==> src/rtl/round_robin_arbiter_pkg.sv <==
// Shared types and defaults for the round-robin arbiter slice.
package round_robin_arbiter_pkg;

    typedef enum logic {
        IDLE  = 1'b0,
        GRANT = 1'b1
    } state_t;

    localparam int unsigned DEFAULT_N        = 4;
    localparam int unsigned DEFAULT_MAX_HOLD = 16;

    // Index width that stays at least one bit wide.
    function automatic int unsigned idx_width(input int unsigned n);
        return (n > 1) ? $clog2(n) : 1;
    endfunction

endpackage

==> src/rtl/round_robin_arbiter_if.sv <==
// Request/grant bundle between requesters (master) and the arbiter (slave).
interface round_robin_arbiter_if
    import round_robin_arbiter_pkg::*;
#(
    parameter int unsigned N = DEFAULT_N
);
    localparam int unsigned IW = idx_width(N);

    logic [N-1:0]  req;
    logic          done;
    logic [N-1:0]  gnt;
    logic [IW-1:0] gnt_id;
    logic          busy;
    logic          timeout;

    modport master (
        output req, done,
        input  gnt, gnt_id, busy, timeout
    );

    modport slave (
        input  req, done,
        output gnt, gnt_id, busy, timeout
    );
endinterface

==> src/rtl/round_robin_arbiter_rr_priority_pick.sv <==
// Combinational rotating-priority search: first set request at or above the pointer.
module rr_priority_pick
    import round_robin_arbiter_pkg::*;
#(
    parameter  int unsigned N  = DEFAULT_N,
    localparam int unsigned IW = idx_width(N)
) (
    input  logic [N-1:0]  i_req,
    input  logic [IW-1:0] i_ptr,
    output logic          o_valid_c,
    output logic [IW-1:0] o_winner_c
);

    int unsigned w_cand;

    // Scan from the farthest offset down so the nearest candidate is written last.
    always_comb begin
        o_valid_c  = 1'b0;
        o_winner_c = '0;
        w_cand     = '0;
        for (int k = int'(N) - 1; k >= 0; k--) begin
            w_cand = (32'(i_ptr) + 32'(k)) % N;
            if (i_req[IW'(w_cand)]) begin
                o_valid_c  = 1'b1;
                o_winner_c = IW'(w_cand);
            end
        end
    end

endmodule

==> src/rtl/round_robin_arbiter.sv <==
// Round-robin arbiter with a hold limit; one idle cycle always separates grants.
module round_robin_arbiter
    import round_robin_arbiter_pkg::*;
#(
    parameter int unsigned N        = DEFAULT_N,
    parameter int unsigned MAX_HOLD = DEFAULT_MAX_HOLD
) (
    input  logic                  clock,
    input  logic                  reset,
    round_robin_arbiter_if.slave  bus
);

    localparam int unsigned   IW         = idx_width(N);
    localparam int unsigned   CW         = idx_width(MAX_HOLD);
    localparam logic [CW-1:0] HOLD_LIMIT = CW'(MAX_HOLD - 1);

    state_t        r_state,   w_state_nxt;
    logic [N-1:0]  r_gnt,     w_gnt_nxt;
    logic [IW-1:0] r_gnt_id,  w_gnt_id_nxt;
    logic          r_busy,    w_busy_nxt;
    logic          r_timeout, w_timeout_nxt;
    logic [IW-1:0] r_ptr,     w_ptr_nxt;
    logic [CW-1:0] r_cnt,     w_cnt_nxt;

    logic          w_pick_valid;
    logic [IW-1:0] w_pick_winner;
    logic          w_limit;
    logic          w_owner_req;

    rr_priority_pick #(.N(N)) u_pick (
        .i_req      (bus.req),
        .i_ptr      (r_ptr),
        .o_valid_c  (w_pick_valid),
        .o_winner_c (w_pick_winner)
    );

    always_ff @(posedge clock) begin
        if (reset) begin
            r_state   <= IDLE;
            r_gnt     <= '0;
            r_gnt_id  <= '0;
            r_busy    <= 1'b0;
            r_timeout <= 1'b0;
            r_ptr     <= '0;
            r_cnt     <= '0;
        end else begin
            r_state   <= w_state_nxt;
            r_gnt     <= w_gnt_nxt;
            r_gnt_id  <= w_gnt_id_nxt;
            r_busy    <= w_busy_nxt;
            r_timeout <= w_timeout_nxt;
            r_ptr     <= w_ptr_nxt;
            r_cnt     <= w_cnt_nxt;
        end
    end

    // Next state and next registered outputs; gnt_id and ptr hold unless a grant is issued.
    always_comb begin
        w_state_nxt   = r_state;
        w_gnt_nxt     = r_gnt;
        w_gnt_id_nxt  = r_gnt_id;
        w_busy_nxt    = r_busy;
        w_timeout_nxt = 1'b0;
        w_ptr_nxt     = r_ptr;
        w_cnt_nxt     = r_cnt;
        w_limit       = (r_cnt == HOLD_LIMIT);
        w_owner_req   = bus.req[r_gnt_id];

        case (r_state)
            IDLE: begin
                if (w_pick_valid) begin
                    w_state_nxt  = GRANT;
                    w_gnt_nxt    = N'(1) << w_pick_winner;
                    w_gnt_id_nxt = w_pick_winner;
                    w_busy_nxt   = 1'b1;
                    w_ptr_nxt    = (w_pick_winner == IW'(N - 1)) ? '0 : w_pick_winner + IW'(1);
                    w_cnt_nxt    = '0;
                end
            end
            GRANT: begin
                if (bus.done || !w_owner_req || w_limit) begin
                    w_state_nxt   = IDLE;
                    w_gnt_nxt     = '0;
                    w_busy_nxt    = 1'b0;
                    // Only a pure limit expiry is a timeout; a coincident release wins.
                    w_timeout_nxt = w_limit && !bus.done && w_owner_req;
                end else if (!w_limit) begin
                    w_cnt_nxt = r_cnt + CW'(1);
                end
            end
            default: begin
                w_state_nxt = IDLE;
                w_gnt_nxt   = '0;
                w_busy_nxt  = 1'b0;
            end
        endcase
    end

    assign bus.gnt     = r_gnt;
    assign bus.gnt_id  = r_gnt_id;
    assign bus.busy    = r_busy;
    assign bus.timeout = r_timeout;

endmodule

==> src/flat_wrapper.sv <==
// flat-port wrapper written by rule: the top's interface ports become plain ports
module round_robin_arbiter_flat import round_robin_arbiter_pkg::*;
#(
    parameter int unsigned N        = DEFAULT_N,
    parameter int unsigned MAX_HOLD = DEFAULT_MAX_HOLD
)
  (clock, reset, bus_req, bus_done, bus_gnt, bus_gnt_id, bus_busy, bus_timeout);
  round_robin_arbiter_if #(.N(N)) bus_i ();
  input  logic clock;
  input  logic reset;
  input wire logic [$bits(bus_i.req)-1:0] bus_req;
  input wire logic [$bits(bus_i.done)-1:0] bus_done;
  output wire logic [$bits(bus_i.gnt)-1:0] bus_gnt;
  output wire logic [$bits(bus_i.gnt_id)-1:0] bus_gnt_id;
  output wire logic [$bits(bus_i.busy)-1:0] bus_busy;
  output wire logic [$bits(bus_i.timeout)-1:0] bus_timeout;
  assign bus_i.req = bus_req;
  assign bus_i.done = bus_done;
  assign bus_gnt = bus_i.gnt;
  assign bus_gnt_id = bus_i.gnt_id;
  assign bus_busy = bus_i.busy;
  assign bus_timeout = bus_i.timeout;
  round_robin_arbiter #(.N(N), .MAX_HOLD(MAX_HOLD)) u_core (.clock(clock), .reset(reset), .bus(bus_i));
endmodule
==> config.mk <==
export PLATFORM = sky130hd
export DESIGN_NAME = round_robin_arbiter_flat
export DESIGN_NICKNAME = d
export VERILOG_FILES = /design/src/rtl/round_robin_arbiter_pkg.sv /design/src/rtl/round_robin_arbiter_if.sv /design/src/rtl/round_robin_arbiter_rr_priority_pick.sv /design/src/rtl/round_robin_arbiter.sv /design/src/flat_wrapper.sv
export SDC_FILE = /design/constraint.sdc
export NUM_CORES = 1
export LEC_CHECK = 0
export CORE_MARGIN = 2
export CORE_UTILIZATION = 48
export CTS_BUF_LIST = sky130_fd_sc_hd__clkbuf_2
export CTS_CLUSTER_SIZE = 8
export DETAILED_ROUTE_END_ITERATION = 7
export GPL_TIMING_DRIVEN = 1
export PLACE_DENSITY = 0.82
export SYNTH_ARGS = -nofsm -noshare
export SYNTH_HDL_FRONTEND = slang
export SYNTH_SLANG_ARGS = --single-unit
==> constraint.sdc <==
create_clock -name clock -period 1.65 [get_ports clock]
set_input_delay 0.33 -clock clock [delete_from_list [all_inputs] [get_ports clock]]
set_output_delay 0.33 -clock clock [all_outputs]
set_load 0.05 [all_outputs]
==> results of run 1 <==
[cell families (layout without fill, tap and decap cells)]
logic type | count (synthesis) | count (layout) | synth area share, %
multiplexers | 4 | 4 | 5.28
buffers and inverters | 8 | 36 | 3.67
AND/OR/NAND/NOR | 28 | 28 | 20.8
flip-flops | 15 | 15 | 35.2
AO/OA/AOI/OAI | 33 | 33 | 27.7
adder cells (fa/ha/maj) | 5 | 5 | 7.33
[registers in the layout, indices dropped and copies added, names as in the netlist]
register and flops:
u_core.bus.busy 1, u_core.bus.gnt 4, u_core.bus.gnt_id 2, u_core.bus.timeout 1
u_core.r_cnt 4, u_core.r_ptr 2, u_core.r_state 1
[stage by stage]
step                      utilization (%)  TNS [ps]
final                                68.8         0
after global routing                 68.8     -62.2
after CTS                            65.3         0
after detailed placement             62.9     -4340
after global placement               62.9     -3780
after floorplan                         -         0
[layout make-up]
class	count	share of cell area [%]
Inverter	5	1.60
Sequential cell	15	26.0
Tap cell	25	2.66
Clock inverter	1	0.426
Timing Repair Buffer	27	18.7
Multi-Input combinational cell	70	49.3
Clock buffer	3	1.28
[worst paths after layout]
path / cells past startpoint / to / slack [ps]
worst max-delay path: 7 / u_core.bus.gnt[2] / 80
worst min-delay path: 2 / u_core.bus.gnt_id[1] / 510
worst max register to register: 7 / u_core.bus.gnt[2] / 80
worst min register to register: 2 / u_core.bus.gnt_id[1] / 510
[what timing repair did]
item	CTS	global route
pin swaps	2	11
endpoints found under the setup margin	5	13
gates resized for setup	4	13
setup buffers	2	1
endpoints found under the hold margin	0	0
[per-layer routing]
layer	up-vias	track usage (%)	share of wire, %
met2	24	38.9	51
met3	2	5.10	4.9
met1	384	28.1	43
met5	-	0	0
li1	401	-	-
met4	0	8.57	0.74
[critical path: cells and delay by family (launching register included)]
family	cells	cell delay, ps
buffers and inverters	1	160
flip-flops	1	380
adder cells (fa/ha/maj)	1	210
AO/OA/AOI/OAI	5	740
[power groups by stage]
stage                     registers [mW]  clock network, mW  logic [mW]
after global routing               0.416              0.198       0.368
after CTS                          0.413              0.184       0.298
after floorplan                    0.450                  0       0.152
final                              0.414              0.180       0.338
after detailed placement           0.421                  0       0.282
after global placement             0.419                  0       0.274
[cell usage in the layout (no fill, tap or decap), drive strengths merged, types with 3 or more instances in the layout]
cell    instances
inv             5
buf            21
o21bai          5
a21oi          12
dfxtp          15
mux2i           3
nor2            7
nand2           6
a211oi          7
ha              5
clkbuf          3
==> reports/metrics.csv, run 1 <==
stage,metric,value,unit
global_routing,grt_overflow_total,0,
worst_setup_path,crit_chain,a21oi_1 -> o21a_1 -> o22ai_2 -> inv_1 -> ha_2 -> o21bai_1 -> a211oi_1,
pwr,p_per_area,793,mW/mm2
pwr,netSwitchingPower,0.342,mW
worst_setup_path,timing.critical_path.from,u_core.r_ptr[1],
timing,rsz0062_at_grt,yes,
floorplanning,num_rows,15,
synthesis,ys_seq_area_share,35.2,%
floorplanning,chipWidth,46.2,um
placed_design,placedInstanceArea,0.00107,mm2
cts,cts_tree,done,
placed_design,hpwlAfterDp,1.41,mm
pwr,p_int,0.591,mW
worst_setup_path,end_kind,register,
cts,clkTransAtPathRegs,160,ps
timing,max_freq,639,MHz
timing,relSlewSlack,64.8,%
cts,cts_hold_buf,0,
floorplanning,die_h,46.2,um
cells_and_area,final_area,0.00117,mm2
synthesis,synth_area,853,um2
pwr,vdd.ir_drop.worst,689,uV
global_routing,antenna_found_initial,0,
routing,dr.pass1.iters,4,
synthesis,avgSynthCellArea,9.18,um2
timing,finalCriticalPeriod,1570,ps
worst_setup_path,crit_arrival,1790,ps
synthesis,post-synth-top-count-cell,dfxtp_1,
synthesis,synthArstFlopShare,0,%
job,drv_cap,0,
routing,wl,2.15,mm
min_path,worstHoldStart,u_core.bus.gnt_id[1],
cts,insertion_delay,290,ps
placed_design,place_congestion,0.742,
synthesis,synthTopCellsByCount,"15 x dfxtp_1, 11 x a21oi_1, 7 x a211oi_1",
synthesis,synth_cells,93,
synthesis,synth_top_area_share,35.2,%
synthesis,synthTopCellsByArea,"dfxtp_1 35%, ha_1 7.3%, a21oi_1 6.5%",
routing,post_drt_wl_per_cell,14.7,um
global_routing,grt.total_usage,23.0,%
synthesis,ys.flop_type,dfxtp_1,
cells_and_area,fin_cells,146,
worst_setup_path,max_stage_delay,380,ps
min_path,min_path_type,register to register,
routing,vias,811,
synthesis,yosys_register_bits,15,
timing,hold_ws,511,ps
synthesis,syn_nets,105,
cells_and_area,drive_gt1_share,40.5,%
floorplanning,start_util,50.0,%
timing,tightest_slew,527,ps
worst_setup_path,critPathSlowestCell,dfxtp_4,
global_routing,grt_pass1_wl,3.50,mm
timing,slew_viol_final,0,
pwr,pwr-share-comb,36.3,%
placed_design,post-place-ws,-413,ps
worst_setup_path,crit-reg2reg-launch,u_core.r_ptr[1],
pwr,swShare,36.6,%
routing,viasPerCell,5.55,
timing,postLayoutSetupSlackWorst,83.9,ps
pwr,p_total,0.932,mW
cells_and_area,syn_to_final_growth,37.7,%
cts,clockRootBuffer,clkbuf_2,
global_routing,grt_max_degree,14,
cells_and_area,multi_input_area,579,um2
synthesis,yosysTopAreaCell,dfxtp_1,
synthesis,ys_warn_count,0,
run_status,outcome,"finished, final reports clean",
pwr,power.leakage,0.491,nW
cts,clockBufferDepth,2,
timing,clock_skew,4.04,ps
routing,ant_nets,0,
synthesis,synth_edf_count,0,
cells_and_area,layout.nets,134,
placed_design,dp_cells,139,
cells_and_area,register_area,305,um2
worst_setup_path,crit_type,register to register,
worst_setup_path,required,1870,ps
timing,finalCritPeriodShare,94.9,%
routing,drt_iter0_drc,23,
routing,drcViolationCount,0,
cts,htreeDepth,1,
floorplanning,die_area,0.00213,mm2
worst_setup_path,worst_setup_path_start_kind,register,
global_routing,grt_pass1_vias,787,
cells_and_area,fill_cells,134,
timing,hold_viol_final,0,
synthesis,synth_cell_type_count,35,
worst_setup_path,worstPathMaxFanout,3,
cts,numCtsBuffers,3,
cts,cts_sinks,15,
floorplanning,core-area,0.00171,mm2
floorplanning,num_io_pins,15,
placed_design,io_buffers,14,
pwr,clkPwrFrac,19.4,%
timing,setup_violations,0,
cells_and_area,diodes,0,
pwr,sequentialPowerShare,44.4,%
Note: power is estimated with default switching activity, not from simulation.
==> inputs of run 2 (changes only) <==
- CELL_PAD_IN_SITES_DETAIL_PLACEMENT: default -> 2
- CELL_PAD_IN_SITES_GLOBAL_PLACEMENT: default -> 2
- CORE_UTILIZATION: 48 -> 29
- PLACE_DENSITY: 0.82 -> 0.81
- SETUP_SLACK_MARGIN: default -> 0.1
==> run 2 against run 1 <==
Clock skew increased by 2.2 ps. First-iteration DRC count is 70% lower. Critical path depth stayed put. Fmax is 0.33% higher. Final cell count is 6.2% higher. Sequential share of layout area is 0.39 points lower.
==> reports/metrics.csv, run 2 (synthesis gave the netlist of run 1 again) <==
stage,metric,value,unit,change
worst_setup_path,required,1900,ps,was 1870 ps
routing,vias,817,,was 811
timing,clock_skew,6.29,ps,was 4.04 ps
floorplanning,num_rows,19,,was 15
timing,max_freq,641,MHz,was 639 MHz
worst_setup_path,crit_type,register to register,,unchanged
pwr,netSwitchingPower,0.375,mW,was 0.342 mW
cts,htreeDepth,1,,unchanged
worst_setup_path,end_kind,register,,unchanged
routing,drt_iter0_drc,7,,was 23
routing,post_drt_wl_per_cell,17.8,um,was 14.7 um
cts,clockBufferDepth,2,,unchanged
floorplanning,num_io_pins,15,,unchanged
run_status,outcome,"finished, final reports clean",,unchanged
routing,drcViolationCount,0,,unchanged
timing,relSlewSlack,78.1,%,was 64.8%
placed_design,hpwlAfterDp,1.93,mm,was 1.41 mm
worst_setup_path,crit_chain,a21oi_1 -> o21a_1 -> o22ai_2 -> inv_2 -> ha_1 -> nand2_2 -> a21oi_2,,was a21oi_1 -> o21a_1 -> o22ai_2 -> inv_1 -> ha_2 -> o21bai_1 -> a211oi_1
worst_setup_path,worst_setup_path_start_kind,register,,unchanged
routing,ant_nets,0,,unchanged
timing,finalCriticalPeriod,1560,ps,was 1570 ps
routing,wl,2.76,mm,was 2.15 mm
global_routing,grt-busiest-layer,met2,,unchanged
timing,tightest_slew,329,ps,was 527 ps
cts,cts_hold_buf,0,,unchanged
global_routing,use_met1,21.0,%,was 28.1%
global_routing,use_met3,2.01,%,was 5.10%
cells_and_area,final_common_cell,buf_4,,unchanged
placed_design,place_congestion,0.707,,was 0.742
placed_design,post-place-ws,-487,ps,was -413 ps
pwr,vdd.ir_drop.worst,451,uV,was 689 uV
cts,cts_sinks,15,,unchanged
pwr,power.leakage,0.491,nW,about the same
timing,hold_viol_final,0,,unchanged
cells_and_area,layout.nets,137,,was 134
pwr,pwr-share-comb,36.5,%,was 36.3%
cells_and_area,final_cell_mix,"23 x buf_4, 10 x dfxtp_1, 8 x a21oi_1",,"was 21 x buf_4, 13 x dfxtp_1, 8 x a21oi_1"
cells_and_area,drive_gt1_share,50.0,%,was 40.5%
floorplanning,core-area,0.00278,mm2,was 0.00171 mm2
timing,postLayoutSetupSlackWorst,89.1,ps,was 83.9 ps
routing,dr.pass1.iters,3,,was 4
cts,numCtsBuffers,3,,unchanged
global_routing,grt_max_degree,15,,was 14
worst_setup_path,max_stage_delay,410,ps,was 380 ps
job,drv_cap,0,,unchanged
worst_setup_path,critPathSlowestCell,dfxtp_4,,unchanged
pwr,clkPwrFrac,20.1,%,was 19.4%
floorplanning,die_area,0.00339,mm2,was 0.00213 mm2
global_routing,grt_overflow_total,0,,unchanged
cells_and_area,utilization,43.4,%,was 68.8%
timing,rsz0062_at_grt,yes,,unchanged
worst_setup_path,crit_arrival,1810,ps,was 1790 ps
cts,cts_tree,done,,unchanged
global_routing,grt.total_usage,17.8,%,was 23.0%
timing,slew_viol_final,0,,unchanged
cells_and_area,syn_to_final_growth,41.5,%,was 37.7%
worst_setup_path,worstPathMaxFanout,5,,was 3
worst_setup_path,crit_buf_inv,1,,unchanged
global_routing,grt_pass1_vias,912,,was 787
pwr,p_int,0.596,mW,was 0.591 mW
global_routing,grt_pass1_wl,4.47,mm,was 3.50 mm
placed_design,io_buffers,14,,unchanged
floorplanning,chipWidth,58.2,um,was 46.2 um
timing,hold_ws,507,ps,was 511 ps
global_routing,antenna_found_initial,0,,unchanged
cts,clkTransAtPathRegs,170,ps,was 160 ps
min_path,min_path_type,register to register,,unchanged
cts,insertion_delay,310,ps,was 290 ps
cts,clockRootBuffer,clkbuf_2,,unchanged
global_routing,met2_usage,32.6,%,was 38.9%
floorplanning,start_util,30.7,%,was 50.0%
pwr,sequentialPowerShare,43.4,%,was 44.4%
timing,finalCritPeriodShare,94.6,%,was 94.9%
timing,setup_violations,0,,unchanged
pwr,swShare,38.6,%,was 36.6%
pwr,p_per_area,804,mW/mm2,was 793 mW/mm2
timing,tns,0,ps,unchanged
routing,viasPerCell,5.27,,was 5.55
cells_and_area,diodes,0,,unchanged
worst_setup_path,crit_family,compound AO/OA/AOI/OAI gates,,unchanged
floorplanning,die_h,58.2,um,was 46.2 um
## run 2: final timing paths
kind | start | endpoint | slack, ps | cells past startpoint
worst max-delay path | u_core.r_ptr[1] | u_core.r_ptr[1] | 90 | 7
worst min-delay path | u_core.bus.gnt_id[1] | u_core.bus.gnt_id[1] | 510 | 2
worst max register to register | u_core.r_ptr[1] | u_core.r_ptr[1] | 90 | 7
worst min register to register | u_core.bus.gnt_id[1] | u_core.bus.gnt_id[1] | 510 | 2
## run 2: per-layer routing
layer,vias up,wire length (um)
met5,-,0
met4,0,33
met3,4,53
met2,9,1460
met1,399,1220
li1,405,-
## run 2: power by group through the flow
stage	clock network [mW]	logic [mW]	registers, mW
after global routing	0.216	0.382	0.427
after CTS	0.209	0.312	0.421
final	0.195	0.354	0.421
after detailed placement	0	0.302	0.423
after floorplan	0	0.151	0.451
after global placement	0	0.287	0.422
## run 2: metrics by stage
step | cell area, um2 | cells | power, mW
2_1_floorplan | 861 | 93 | 0.602
3_3_place_gp | 1100 | 147 | 0.709
3_5_place_dp | 1100 | 147 | 0.726
4_1_cts | 1150 | 153 | 0.942
5_1_grt | 1210 | 155 | 1.02
6_report | 1210 | 155 | 0.970
## run 2: timing repair
item,4_1_cts,5_1_grt
endpoints found under the hold margin,0,0
pin swaps,1,8
buffers inserted,1,2
endpoints found under the setup margin,14,7
resized for setup,12,14
gates cloned,1,0
## run 2: cell type report
| class | count | area (um2) |
|---|---|---|
| Fill cell | 320 | 1570 |
| Clock inverter | 1 | 5.00 |
| Timing Repair Buffer | 29 | 228 |
| Inverter | 5 | 18.8 |
| Multi-Input combinational cell | 71 | 593 |
| Clock buffer | 3 | 15.0 |
| Tap cell | 31 | 38.8 |
| Sequential cell | 15 | 309 |
## run 2: tightest hold or removal path, delay by kind of cell (launching register included)
kind,cells,cell delay (ps)
AND/OR/NAND/NOR,1,60
AO/OA/AOI/OAI,1,60
flip-flops,1,370
